## config.mk

```make
export PLATFORM = sky130hd
export DESIGN_NAME = id_operand_unit_flat
export DESIGN_NICKNAME = d
export VERILOG_FILES = /design/src/rtl/id_operand_unit_if.sv /design/src/rtl/id_operand_unit.sv /design/src/flat_wrapper.sv
export SDC_FILE = /design/constraint.sdc
export NUM_CORES = 1
export LEC_CHECK = 0
export ABC_AREA = 0
export CAP_MARGIN = 0
export CORE_AREA = 2 2 144 146
export CTS_BUF_LIST = sky130_fd_sc_hd__clkbuf_8
export CTS_CLUSTER_DIAMETER = 30
export DETAILED_ROUTE_END_ITERATION = 16
export DIE_AREA = 0 0 146 148
export DONT_BUFFER_PORTS = 1
export PLACE_DENSITY = 0.55
export SYNTH_ARGS = -nofsm -noshare
export SYNTH_HDL_FRONTEND = slang
export SYNTH_SLANG_ARGS = --single-unit
```

## constraint.sdc

```tcl
create_clock -name clk -period 5.76 [get_ports clk]
set_input_delay 1.728 -clock clk [delete_from_list [all_inputs] [get_ports clk]]
set_output_delay 1.728 -clock clk [all_outputs]
set_load 0.01 [all_outputs]
```

## src/rtl/id_operand_unit_if.sv

```systemverilog
// Bus bundle between the ID operand unit and its surroundings: pipeline control,
// IF/ID hand-off, regfile read data, forwarding sources and resolved outputs.
`ifndef STALL_BUS_DEFINED
`define STALL_BUS_DEFINED
`define StallBus 5:0
`endif

interface id_operand_unit_if #(
  parameter int NUM_FWD = 3,
  parameter int DATA_W  = 32,
  parameter int CNT_W   = 16
);
  logic [`StallBus]          stall;
  logic                      flush;
  logic                      if_ce;
  logic [DATA_W-1:0]         if_pc;
  logic [31:0]               inst;
  logic                      use_rs;
  logic                      use_rt;
  logic [DATA_W-1:0]         rf_rdata1;
  logic [DATA_W-1:0]         rf_rdata2;
  logic [NUM_FWD-1:0]        fwd_we;
  logic [NUM_FWD-1:0]        fwd_is_load;
  logic [NUM_FWD*5-1:0]      fwd_waddr;
  logic [NUM_FWD*DATA_W-1:0] fwd_wdata;
  logic                      id_ce;
  logic [DATA_W-1:0]         id_pc;
  logic [DATA_W-1:0]         rdata1;
  logic [DATA_W-1:0]         rdata2;
  logic                      stallreq;
  logic [CNT_W-1:0]          lu_stall_cnt;

  modport master (
    output stall, flush, if_ce, if_pc, inst, use_rs, use_rt, rf_rdata1, rf_rdata2,
           fwd_we, fwd_is_load, fwd_waddr, fwd_wdata,
    input  id_ce, id_pc, rdata1, rdata2, stallreq, lu_stall_cnt
  );

  modport slave (
    input  stall, flush, if_ce, if_pc, inst, use_rs, use_rt, rf_rdata1, rf_rdata2,
           fwd_we, fwd_is_load, fwd_waddr, fwd_wdata,
    output id_ce, id_pc, rdata1, rdata2, stallreq, lu_stall_cnt
  );
endinterface

```

## src/rtl/id_operand_unit.sv

```systemverilog
// ID-stage operand unit: IF/ID pipeline register, operand forwarding with
// load-use hazard detection, operand hold during stalls and a stall counter.
module id_operand_unit #(
  parameter int NUM_FWD      = 3,
  parameter int DATA_W       = 32,
  parameter int LOAD_RDY_IDX = 2,
  parameter int CNT_W        = 16
) (
  input logic             clk,
  input logic             rst,
  id_operand_unit_if.slave bus
);

  localparam logic NO_STOP = 1'b0;

  typedef enum logic [1:0] {RUN, LU_STALL, HOLD} state_t;

  typedef struct packed {
    logic [DATA_W-1:0] data;
    logic              load_pending;
  } operand_t;

  state_t            state;
  logic              id_ce_q;
  logic [DATA_W-1:0] id_pc_q;
  logic [DATA_W-1:0] cap1;
  logic [DATA_W-1:0] cap2;
  logic [CNT_W-1:0]  cnt;
  operand_t          op1;
  operand_t          op2;
  logic              hazard;

  // Scan oldest to youngest so the youngest matching source is the one that sticks.
  function automatic operand_t resolve(input logic [4:0] addr, input logic [DATA_W-1:0] rf);
    operand_t r;
    r.data         = rf;
    r.load_pending = 1'b0;
    for (int j = NUM_FWD - 1; j >= 0; j--) begin
      if (bus.fwd_we[j] && bus.fwd_waddr[j*5 +: 5] == addr) begin
        r.data         = bus.fwd_wdata[j*DATA_W +: DATA_W];
        r.load_pending = bus.fwd_is_load[j] && (j < LOAD_RDY_IDX);
      end
    end
    if (addr == 5'd0) begin
      r.data         = '0;
      r.load_pending = 1'b0;
    end
    return r;
  endfunction

  // NOTE: every always_comb output gets its value on every path, so no latch is inferred.
  always_comb begin
    op1    = resolve(bus.inst[25:21], bus.rf_rdata1);
    op2    = resolve(bus.inst[20:16], bus.rf_rdata2);
    hazard = id_ce_q && (state != HOLD) &&
             ((bus.use_rs && op1.load_pending) || (bus.use_rt && op2.load_pending));
  end

  assign bus.stallreq     = hazard;
  assign bus.rdata1       = (state == HOLD) ? cap1 : op1.data;
  assign bus.rdata2       = (state == HOLD) ? cap2 : op2.data;
  assign bus.id_ce        = id_ce_q;
  assign bus.id_pc        = id_pc_q;
  assign bus.lu_stall_cnt = cnt;

  // NOTE: state registers use non-blocking assignments so every flop samples pre-edge values.
  always_ff @(posedge clk) begin
    if (rst) begin
      id_ce_q <= 1'b0;
      id_pc_q <= '0;
    end else if (bus.flush) begin
      id_ce_q <= 1'b0;
      id_pc_q <= '0;
    end else if (bus.stall[1] == NO_STOP) begin
      id_ce_q <= bus.if_ce;
      id_pc_q <= bus.if_pc;
    end else if (bus.stall[2] == NO_STOP) begin
      id_ce_q <= 1'b0;
      id_pc_q <= '0;
    end
  end

  // Operands are snapshotted on the edge that enters HOLD, so sources may retire meanwhile.
  always_ff @(posedge clk) begin
    if (rst) begin
      state <= RUN;
      cap1  <= '0;
      cap2  <= '0;
    end else if (bus.flush) begin
      state <= RUN;
    end else begin
      unique case (state)
        RUN, LU_STALL: begin
          if (hazard) begin
            state <= LU_STALL;
          end else if (bus.stall[1] != NO_STOP) begin
            state <= HOLD;
            cap1  <= op1.data;
            cap2  <= op2.data;
          end else begin
            state <= RUN;
          end
        end
        HOLD: begin
          if (bus.stall[1] == NO_STOP) state <= RUN;
        end
        default: state <= RUN;
      endcase
    end
  end

  // A flushed instruction's stall cycle is not counted.
  always_ff @(posedge clk) begin
    if (rst) begin
      cnt <= '0;
    end else if (!bus.flush && hazard && !(&cnt)) begin
      cnt <= cnt + 1'b1;
    end
  end

endmodule

```

## src/flat_wrapper.sv

```systemverilog
// flat-port wrapper written by rule: the top's interface ports become plain ports
module id_operand_unit_flat 
#(
  parameter int NUM_FWD      = 3,
  parameter int DATA_W       = 32,
  parameter int LOAD_RDY_IDX = 2,
  parameter int CNT_W        = 16
)
  (clk, rst, bus_stall, bus_flush, bus_if_ce, bus_if_pc, bus_inst, bus_use_rs, bus_use_rt, bus_rf_rdata1, bus_rf_rdata2, bus_fwd_we, bus_fwd_is_load, bus_fwd_waddr, bus_fwd_wdata, bus_id_ce, bus_id_pc, bus_rdata1, bus_rdata2, bus_stallreq, bus_lu_stall_cnt);
  id_operand_unit_if #(.NUM_FWD(NUM_FWD), .DATA_W(DATA_W), .CNT_W(CNT_W)) bus_i ();
  input logic clk;
  input logic rst;
  input wire logic [$bits(bus_i.stall)-1:0] bus_stall;
  input wire logic [$bits(bus_i.flush)-1:0] bus_flush;
  input wire logic [$bits(bus_i.if_ce)-1:0] bus_if_ce;
  input wire logic [$bits(bus_i.if_pc)-1:0] bus_if_pc;
  input wire logic [$bits(bus_i.inst)-1:0] bus_inst;
  input wire logic [$bits(bus_i.use_rs)-1:0] bus_use_rs;
  input wire logic [$bits(bus_i.use_rt)-1:0] bus_use_rt;
  input wire logic [$bits(bus_i.rf_rdata1)-1:0] bus_rf_rdata1;
  input wire logic [$bits(bus_i.rf_rdata2)-1:0] bus_rf_rdata2;
  input wire logic [$bits(bus_i.fwd_we)-1:0] bus_fwd_we;
  input wire logic [$bits(bus_i.fwd_is_load)-1:0] bus_fwd_is_load;
  input wire logic [$bits(bus_i.fwd_waddr)-1:0] bus_fwd_waddr;
  input wire logic [$bits(bus_i.fwd_wdata)-1:0] bus_fwd_wdata;
  output wire logic [$bits(bus_i.id_ce)-1:0] bus_id_ce;
  output wire logic [$bits(bus_i.id_pc)-1:0] bus_id_pc;
  output wire logic [$bits(bus_i.rdata1)-1:0] bus_rdata1;
  output wire logic [$bits(bus_i.rdata2)-1:0] bus_rdata2;
  output wire logic [$bits(bus_i.stallreq)-1:0] bus_stallreq;
  output wire logic [$bits(bus_i.lu_stall_cnt)-1:0] bus_lu_stall_cnt;
  assign bus_i.stall = bus_stall;
  assign bus_i.flush = bus_flush;
  assign bus_i.if_ce = bus_if_ce;
  assign bus_i.if_pc = bus_if_pc;
  assign bus_i.inst = bus_inst;
  assign bus_i.use_rs = bus_use_rs;
  assign bus_i.use_rt = bus_use_rt;
  assign bus_i.rf_rdata1 = bus_rf_rdata1;
  assign bus_i.rf_rdata2 = bus_rf_rdata2;
  assign bus_i.fwd_we = bus_fwd_we;
  assign bus_i.fwd_is_load = bus_fwd_is_load;
  assign bus_i.fwd_waddr = bus_fwd_waddr;
  assign bus_i.fwd_wdata = bus_fwd_wdata;
  assign bus_id_ce = bus_i.id_ce;
  assign bus_id_pc = bus_i.id_pc;
  assign bus_rdata1 = bus_i.rdata1;
  assign bus_rdata2 = bus_i.rdata2;
  assign bus_stallreq = bus_i.stallreq;
  assign bus_lu_stall_cnt = bus_i.lu_stall_cnt;
  id_operand_unit #(.NUM_FWD(NUM_FWD), .DATA_W(DATA_W), .LOAD_RDY_IDX(LOAD_RDY_IDX), .CNT_W(CNT_W)) u_core (.clk(clk), .rst(rst), .bus(bus_i));
endmodule
```

# Word-level counts from Yosys, hierarchy flattened
# Index checks and enable logic that the tools add are counted.
# op_classes
add_sub_neg,1
eq_ne,11
muxes,18
n_bitwise,2
n_reduce_logical,22
# ops
operator,count
$mux 33,8
$mux 32,4
$eq 5x5->1,6
$add 16x1->16 const B,1
$reduce_and 16->1,1
$logic_and 1x1->1,12
$logic_not 5->1,2
$mux 2,3
$ne 2x2->1 const B,3
$pmux 2 s2,1
$reduce_and 4->1,1
$reduce_or 2->1,2
$eq 2x1->1 const B,1
$eq 2x2->1 const B,1
$logic_not 1->1,2
$logic_not 2->1,1
$mux 1,2
$not 1->1,2
$logic_or 1x1->1,1
# word_totals
regBits,115
out_inout_bits,114
wordCells,60

# Depth between registers and ports, before layout
# Gate-level depths: netlist of the first run.
# depth
ltp_word,11
ltp_mapped,10
mapped_depth_nobuf,7

# Worst setup path before layout of the first run
# Ideal clock, no wire load.
# synth_timing
path_kind,in2out
startpoint,input bus_inst[21]
endpoint,output bus_rdata1[11]
t_arrival_ns,3.417
path_slack_ns,0.615
path_stages,8
n_path_buf,2
cell_sequence,xor2_1 nor4_1 and3_1 clkbuf_1 buf_2 mux2_2 a211oi_1 o21ai_0
# synth_between
elab_chain_cells,7
# synth_lines
item,line_no,rtl
"start, declared",flat_wrapper.sv:17,input wire logic [$bits(bus_i.inst)-1:0] bus_inst;
$eq 5x5->1,id_operand_unit.sv:39,if (bus.fwd_we[j] && bus.fwd_waddr[j*5 +: 5] == addr) begin
$logic_and 1x1->1,id_operand_unit.sv:39,
$mux 33 (3 in a row),id_operand_unit.sv:39,
$mux 33 *,id_operand_unit.sv:44,if (addr == 5'd0) begin
$mux 32 *,id_operand_unit.sv:60,assign bus.rdata1 = (state == HOLD) ? cap1 : op1.data;
"end, declared",flat_wrapper.sv:28,output wire logic [$bits(bus_i.rdata1)-1:0] bus_rdata1;
# Mark *: on every way between the ends. The rest lies on a longest branch, timed or not.

# Worst setup path in the final report of the first run
# layout_timing
startpoint,input bus_fwd_waddr[11]
endpoint,output bus_rdata2[24]
# layout_between
elab_chain_cells,7
# layout_lines
item,line_no,rtl
"start, declared",flat_wrapper.sv:24,input wire logic [$bits(bus_i.fwd_waddr)-1:0] bus_fwd_waddr;
$eq 5x5->1,id_operand_unit.sv:39,
$logic_and 1x1->1,id_operand_unit.sv:39,
$mux 33 (3 in a row),id_operand_unit.sv:39,
$mux 33,id_operand_unit.sv:44,
$mux 32,id_operand_unit.sv:61,assign bus.rdata2 = (state == HOLD) ? cap2 : op2.data;
"end, declared",flat_wrapper.sv:29,output wire logic [$bits(bus_i.rdata2)-1:0] bus_rdata2;
# Every way passes these cells.

==> results.md, run 1 <==
* Status: completed
* Mapped cell area at approximately 8000 µm²
* Overall Global Routing Usage at between 20% and 30%
* Maximum VDD drop at 0.133 mV
* Fraction of layout cells with a size suffix above 1 at 15.9%
* Post-CTS setup repair buffer count at 0
* Reg2reg start: u_core.bus.lu_stall_cnt[0]
* Clk_lat worst skew at around 440 ps
* Longest Clk Path Bufs at 2
* RSZ-0062 raised after global routing: false
* Reg2reg end: u_core.bus.lu_stall_cnt[1]
* Ys async rst share at 0%
* Min cycle time layout at 5500 ps
* Post-route insts no fill at about 1,400
* Synth cell types at 37
* Min-delay src: u_core.cap2[29]
* WHS Endpoint: u_core.cap2[29]
* Number of synthesized flops with an enable pin at 0
* Vias in the first global route at about 7,600
* Iter 0 DRT Violations at 352
* Overflow after GRT at 0
* Die Span X at around 150 µm
* Seq cells post-synth at between 100 and 150
* Top Ports at around 370
* CP Class: input pin to output port
* Top post-synthesis cells by area: dfxtp_1 (29%), mux2_2 (9.3%), nand2_1 (9.3%)
* Critical Path End Type: output port
* Hold Vio Cnt, Final at 0
* Post-route DRC at 0
* CTS tree: built
* Max-slew headroom at 41.1%
* Final wirelength at approximately 26,000 µm
* Final period util at between 90 and 100%
* Area leader, netlist: dfxtp_1
* Sink Count at approximately 120
* Total CTS buffers at 17
* Clock share of power at between 30% and 40%
* Worst r2r path cells at 7
* Peak Freq at 182 MHz
* NumNets Final at 1,337
* Hold-fix buffers, CTS at 0
* Largest net degree at the start of global routing at 90
* Commonest register cell after synthesis: dfxtp_1
* Post-synth top cells: nand2_1 (195), dfxtp_1 (115), a21oi_1 (110)
* Worst Tran Pin Value at just under 900 ps
* First-pass GRT wire length at around 41,000 µm
* Num rows at 52
* Setup slack, reg-to-reg at about 3300 ps
* Clock-pin slew on the worst setup and hold paths at approximately 70 ps
* Clock Skews at between 10 and 15 ps
* Pwr dens at 218 nW/µm²
* Hold path cells at 2
* Post-CTS sizing at 0
* Die area at between 20,000 and 25,000 µm²
* Sequential fraction of the synthesis area at ~29%
* Core area at around 20,000 µm²
* Slew Viols, Final at 0
* CP required at 4030 ps
* Most common cell in the synthesized netlist: nand2_1
* CTS root buffer: clkbuf_8
* Post-route ant nets at 0
* Final Power at approximately 0.0019 W
* Setup TNS at 0 ps
* Placer Congestion at approximately 0.8
* Port Buffers at 0
* Mapped Avg Cell Area at roughly 7.2 µm²
* Leak pwr at about 3.2 nW
* Synth-to-Final Area Change at 11.1%
* Synthesized Nets at approximately 1,400
* H-tree depth at 4
* Critical-path maximum fanout at 12
* Placed insts at roughly 1,300
* Initial Util at about 40%
* Wirelength per Cell at just under 20 µm
* Number of setup violations in the final report at 0
* Worst Hold Class: flop to flop
* Seq pwr share at between 40% and 50%
* MaxCap Viol Count at 0
* Top-area cell type share of the netlist area at 29.2%
* Min Hold Slack at between 400 and 500 ps
* Net load switching power at 0.000587 W
* Post-DP HPWL at around 19,000 µm
* Initial antenna violation count at 4
* DR vias at roughly 7,800
* Warnings, synthesis at 0
* Synth Instances at ~1,100
* Die Y at approximately 150 µm
* Crit path DAT at approximately 3800 ps
* Vias per inst at 5.73
* Int Power at around 0.0013 W
* First-pass DRT Iterations at 4
* Combinational power share at 17.3%
* Worst setup SP type: input pin
* Switching Share at 30.7%
through the flow:
| stage | worst slack, ps | utilization (%) | area, µm² |
|---|---|---|---|
| 3_3_place_gp | 227 | 41.9 | 8400 |
| 2_1_floorplan | 615 | - | 7900 |
| 4_1_cts | 189 | 43.8 | 8770 |
| 5_1_grt | 150 | 43.8 | 8770 |
| 6_report | 260 | 43.8 | 8770 |
| 3_5_place_dp | 203 | 41.9 | 8400 |
worst max-delay path, stage by stage:
cell,delay [ps]
xor2_1,140
nor4_1,240
and3_2,280
buf_12,170
mux2_2,340
a211oi_1,420
buf_4,190
o21ai_0,70
buf_4,180
power by group through the flow:
| stage | sequential [W] | clock (W) | combinational (W) |
|---|---|---|---|
| finish | 0.000844 | 0.000736 | 0.000331 |
| global route | 0.000848 | 0.000805 | 0.000368 |
| CTS | 0.000844 | 0.000768 | 0.000336 |
| detailed placement | 0.000862 | 0 | 0.000335 |
| global placement | 0.000862 | 0 | 0.000332 |
| floorplan | 0.000858 | 0 | 0.000240 |
per-layer routing:
layer  wire, µm  global-route usage, %  share of wire [%]  up-vias
li1           -                      -                  -     3828
met1      10400                   28.1                 39     3625
met2      12800                   40.5                 48      311
met3       2710                   8.86                 10       43
met4        539                   7.72                2.0        6
met5         41                      0               0.16        -
layout by cell type (no fill, tap or decap), types with 4 or more instances in the layout:
master	count
inv_6	9
mux2_2	65
buf_12	6
nand2_1	193
or3_1	11
xnor2_1	14
or2_1	56
nand3b_1	6
nand4_1	8
clkbuf_8	17
a21oi_1	110
xor2_1	17
o31ai_1	9
a211oi_1	58
o21ai_0	80
nand2b_1	35
nor3_1	62
dfxtp_1	115
nor2_1	11
buf_4	56
and3_2	4
nand3_1	49
and3_1	64
nor4_1	4
cells by family (layout without fill, tap and decap cells):
logic type,count (synthesis),in the layout,share of synthesized area (%)
simple gates,520,520,33.2
compound gates,262,262,18.9
flops,115,115,29.2
buf+inv,106,95,5.47
mux,68,68,9.65
xor+xnor,31,31,3.44
fa+ha+maj,1,1,0.158
other cells,0,1,0
how the worst max path moves through the flow:
stage                 startpoint             end  slack [ps]  cells after the start
2_1_floorplan       bus_inst[21]  bus_rdata1[11]         620                      8
3_3_place_gp   bus_fwd_waddr[11]  bus_rdata2[24]         230                      9
3_5_place_dp   bus_fwd_waddr[11]  bus_rdata2[24]         200                      9
4_1_cts        bus_fwd_waddr[11]  bus_rdata2[24]         190                      9
5_1_grt         bus_fwd_waddr[5]  bus_rdata2[24]         150                      9
6_report       bus_fwd_waddr[11]  bus_rdata2[24]         260                      9
state kept, by name, summed over array words and instances (netlist names):
signal                   count
u_core.bus.id_pc            32
u_core.cap2                 32
u_core.state                 2
u_core.bus.id_ce             1
u_core.bus.lu_stall_cnt     16
u_core.cap1                 32
layout make-up:
type | count | area (µm²)
multi-input combinational | 882 | 5210
antenna | 1 | 2.50
timing repair buffer | 62 | 541
sequential | 115 | 2300
clock buffer | 17 | 234
inverter | 1 | 3.75
clock inverter | 15 | 141
fill | 2179 | 11300
tap | 270 | 338
Power figures use the tool's default switching activity.
==> inputs of run 2 (changes only) <==
--- a/config.mk
+++ b/config.mk
@@ -7,13 +7,13 @@
 export LEC_CHECK = 0
 export ABC_AREA = 0
 export CAP_MARGIN = 0
-export CORE_AREA = 2 2 144 146
+export CORE_ASPECT_RATIO = 0.6
+export CORE_UTILIZATION = 45
 export CTS_BUF_LIST = sky130_fd_sc_hd__clkbuf_8
 export CTS_CLUSTER_DIAMETER = 30
 export DETAILED_ROUTE_END_ITERATION = 16
-export DIE_AREA = 0 0 146 148
 export DONT_BUFFER_PORTS = 1
-export PLACE_DENSITY = 0.55
+export HOLD_SLACK_MARGIN = 0.05
 export SYNTH_ARGS = -nofsm -noshare
 export SYNTH_HDL_FRONTEND = slang
 export SYNTH_SLANG_ARGS = --single-unit
==> results.md, run 2 (synthesis results as in run 1) <==
* Overflow after GRT at 0
* Vias in the first global route at 7,318
* H-tree depth at 4
* Wirelength per Cell at slightly below 20 µm
* Number of setup violations in the final report at 0
* Sink Count at between 100 and 150
* Placer Congestion at roughly 0.9
* Post-route DRC at 0
* Setup slack, reg-to-reg at between 3000 and 4000 ps
* Clk_lat worst skew at ~450 ps
* Core area at roughly 17,000 µm²
* Min cycle time layout at approximately 5500 ps
* Peak Freq at 182 MHz
* CTS root buffer: clkbuf_8
* Die area at 18,100 µm²
* Initial antenna violation count at 4
* Initial Util at between 40% and 50%
* Setup TNS at 0 ps
* Worst r2r path cells at 7
* Multi-input logic area at ~5200 µm²
* Critical-path maximum fanout at 18
* Crit path DAT at roughly 3800 ps
* Final wirelength at 25,900 µm
* Reg2reg start: u_core.bus.lu_stall_cnt[0]
* Final Cell Area at between 8000 and 9000 µm²
* RSZ-0062 raised after global routing: false
* CP required at 4030 ps
* Die Y at between 100 and 150 µm
* Largest net degree at the start of global routing at ~130
* Fraction of layout cells with a size suffix above 1 at between 10% and 20%
* NumNets Final at ~1,300
* Longest Clk Path Bufs at 2
* Post-CTS sizing at 0
* Slew Viols, Final at 0
* Clock-pin slew on the worst setup and hold paths at ~70 ps
* Max-slew headroom at a little under three fifths
* Setup crit start: bus_inst[21]
* Commonest non-fill, non-tap cells in the layout: nand2_1 (193), dfxtp_1 (115), a21oi_1 (110)
* First-pass GRT wire length at approximately 40,000 µm
* Leading cell type in the layout, fill and taps excluded: nand2_1
* Final period util at approximately 96%
* Min Hold Slack at 452 ps
* Final setup margin at about 250 ps
* Num rows at 37
* First-pass DRT Iterations at 9
* Reg2reg end: u_core.bus.lu_stall_cnt[1]
* Post-CTS setup repair buffer count at 0
* Total CTS buffers at 17
* Hold-fix buffers, CTS at 0
* Post-DP HPWL at 18,300 µm
* Clock Skews at between 7 and 8 ps
* Iter 0 DRT Violations at 655
* Critical Path End Type: output port
* Die Span X at roughly 170 µm
* Status: completed
* DR vias at between 7,000 and 8,000
* Pwr dens at 225 nW/µm²
* Port Buffers at 0
* CTS tree: built
* Leak pwr at 3.26 nW
* Hold Vio Cnt, Final at 0
* Worst Hold Class: flop to flop
* Worst setup endpoint: bus_rdata1[0]
* Placed cell area at roughly 8400 µm²
* Register area at 2300 µm²
* Placement Setup Slack at approximately 300 ps
* Post-route ant nets at 0
* Worst Tran Pin Value at approximately 670 ps
* Vias per inst at between 5 and 6
* Top Ports at between 300 and 400
* Synth-to-Final Area Change at 12.0%
* MaxCap Viol Count at 0
* Maximum VDD drop at approximately 0.14 mV
* Overall Global Routing Usage at between 20% and 30%
* Layout fillers at 1,696
* CP Class: input pin to output port
* Worst setup SP type: input pin
-- run 2: cell count changes in the layout (fill, tap and decap cells not counted), sizes merged --
| cell | before | now |
|---|---|---|
| clkinvlp | 3 | 2 |
| bufinv | 1 | 2 |
| buf | 62 | 72 |
| inv | 10 | 9 |
| clkinv | 2 | 3 |
-- run 2: worst min path at each step --
stage | start | endpoint | slack, ps | cells after the start
after floorplan | u_core.cap1[0] | u_core.cap1[0] | 440 | 2
after global placement | u_core.cap1[18] | u_core.cap1[18] | 440 | 2
after detailed placement | u_core.cap1[8] | u_core.cap1[8] | 440 | 2
after CTS | u_core.cap1[26] | u_core.cap1[26] | 450 | 2
after global routing | u_core.cap2[19] | u_core.cap2[19] | 470 | 2
final | u_core.cap1[18] | u_core.cap1[18] | 450 | 2
-- run 2: worst max-delay path, cell delays in order --
cell      delay (ps)
xor2_1           140
nor4_1           280
and3_2           270
buf_12           170
mux2_2           350
a211oi_1         380
o21ai_0          240
buf_4            210
-- run 2: final cells by class --
| cell class | count | share of cell area [%] |
|---|---|---|
| multi-input cells | 882 | 58.9 |
| flip-flops and latches | 115 | 26.0 |
| repair buffers | 72 | 7.10 |
| well taps | 234 | 3.31 |
| clock buffers | 17 | 2.64 |
| clock inverters | 15 | 1.95 |
| inverters | 1 | 0.0424 |
| diodes | 1 | 0.0283 |
-- run 2: stage by stage --
stage	util, %	total power (W)	cells
final	51.7	0.00199	1337
after global routing	51.6	0.00208	1336
after floorplan	-	0.00110	1103
after detailed placement	49.3	0.00121	1304
after global placement	49.3	0.00120	1304
after CTS	51.6	0.00201	1336
-- run 2: power by group --
part / leakage [nW] / total (W) / internal (W) / switching [W]
combinational: 2.12 / 0.000345 / 0.000158 / 0.000186
clock: 0.202 / 0.000802 / 0.000398 / 0.000404
sequential: 0.936 / 0.000844 / 0.000825 / 0.0000193
total: 3.26 / 0.00199 / 0.00138 / 0.000609
-- run 2: per-layer routing --
metal  vias to the layer above  global-route usage, %  share of wire [%]
met5                         -                      0               0.10
met4                         4                   6.83               0.86
met3                        28                   11.5                 11
met2                       353                   43.6                 45
met1                      3706                   36.3                 43
li1                       3857                      -                  -
==> inputs of run 3 (changes only) <==
--- a/config.mk
+++ b/config.mk
@@ -5,7 +5,6 @@
 export SDC_FILE = /design/constraint.sdc
 export NUM_CORES = 1
 export LEC_CHECK = 0
-export ABC_AREA = 0
 export CAP_MARGIN = 0
 export CORE_ASPECT_RATIO = 0.6
 export CORE_UTILIZATION = 45
==> results of run 3 <==
The final DEF is identical to that of run 2; final timing and power are the same.
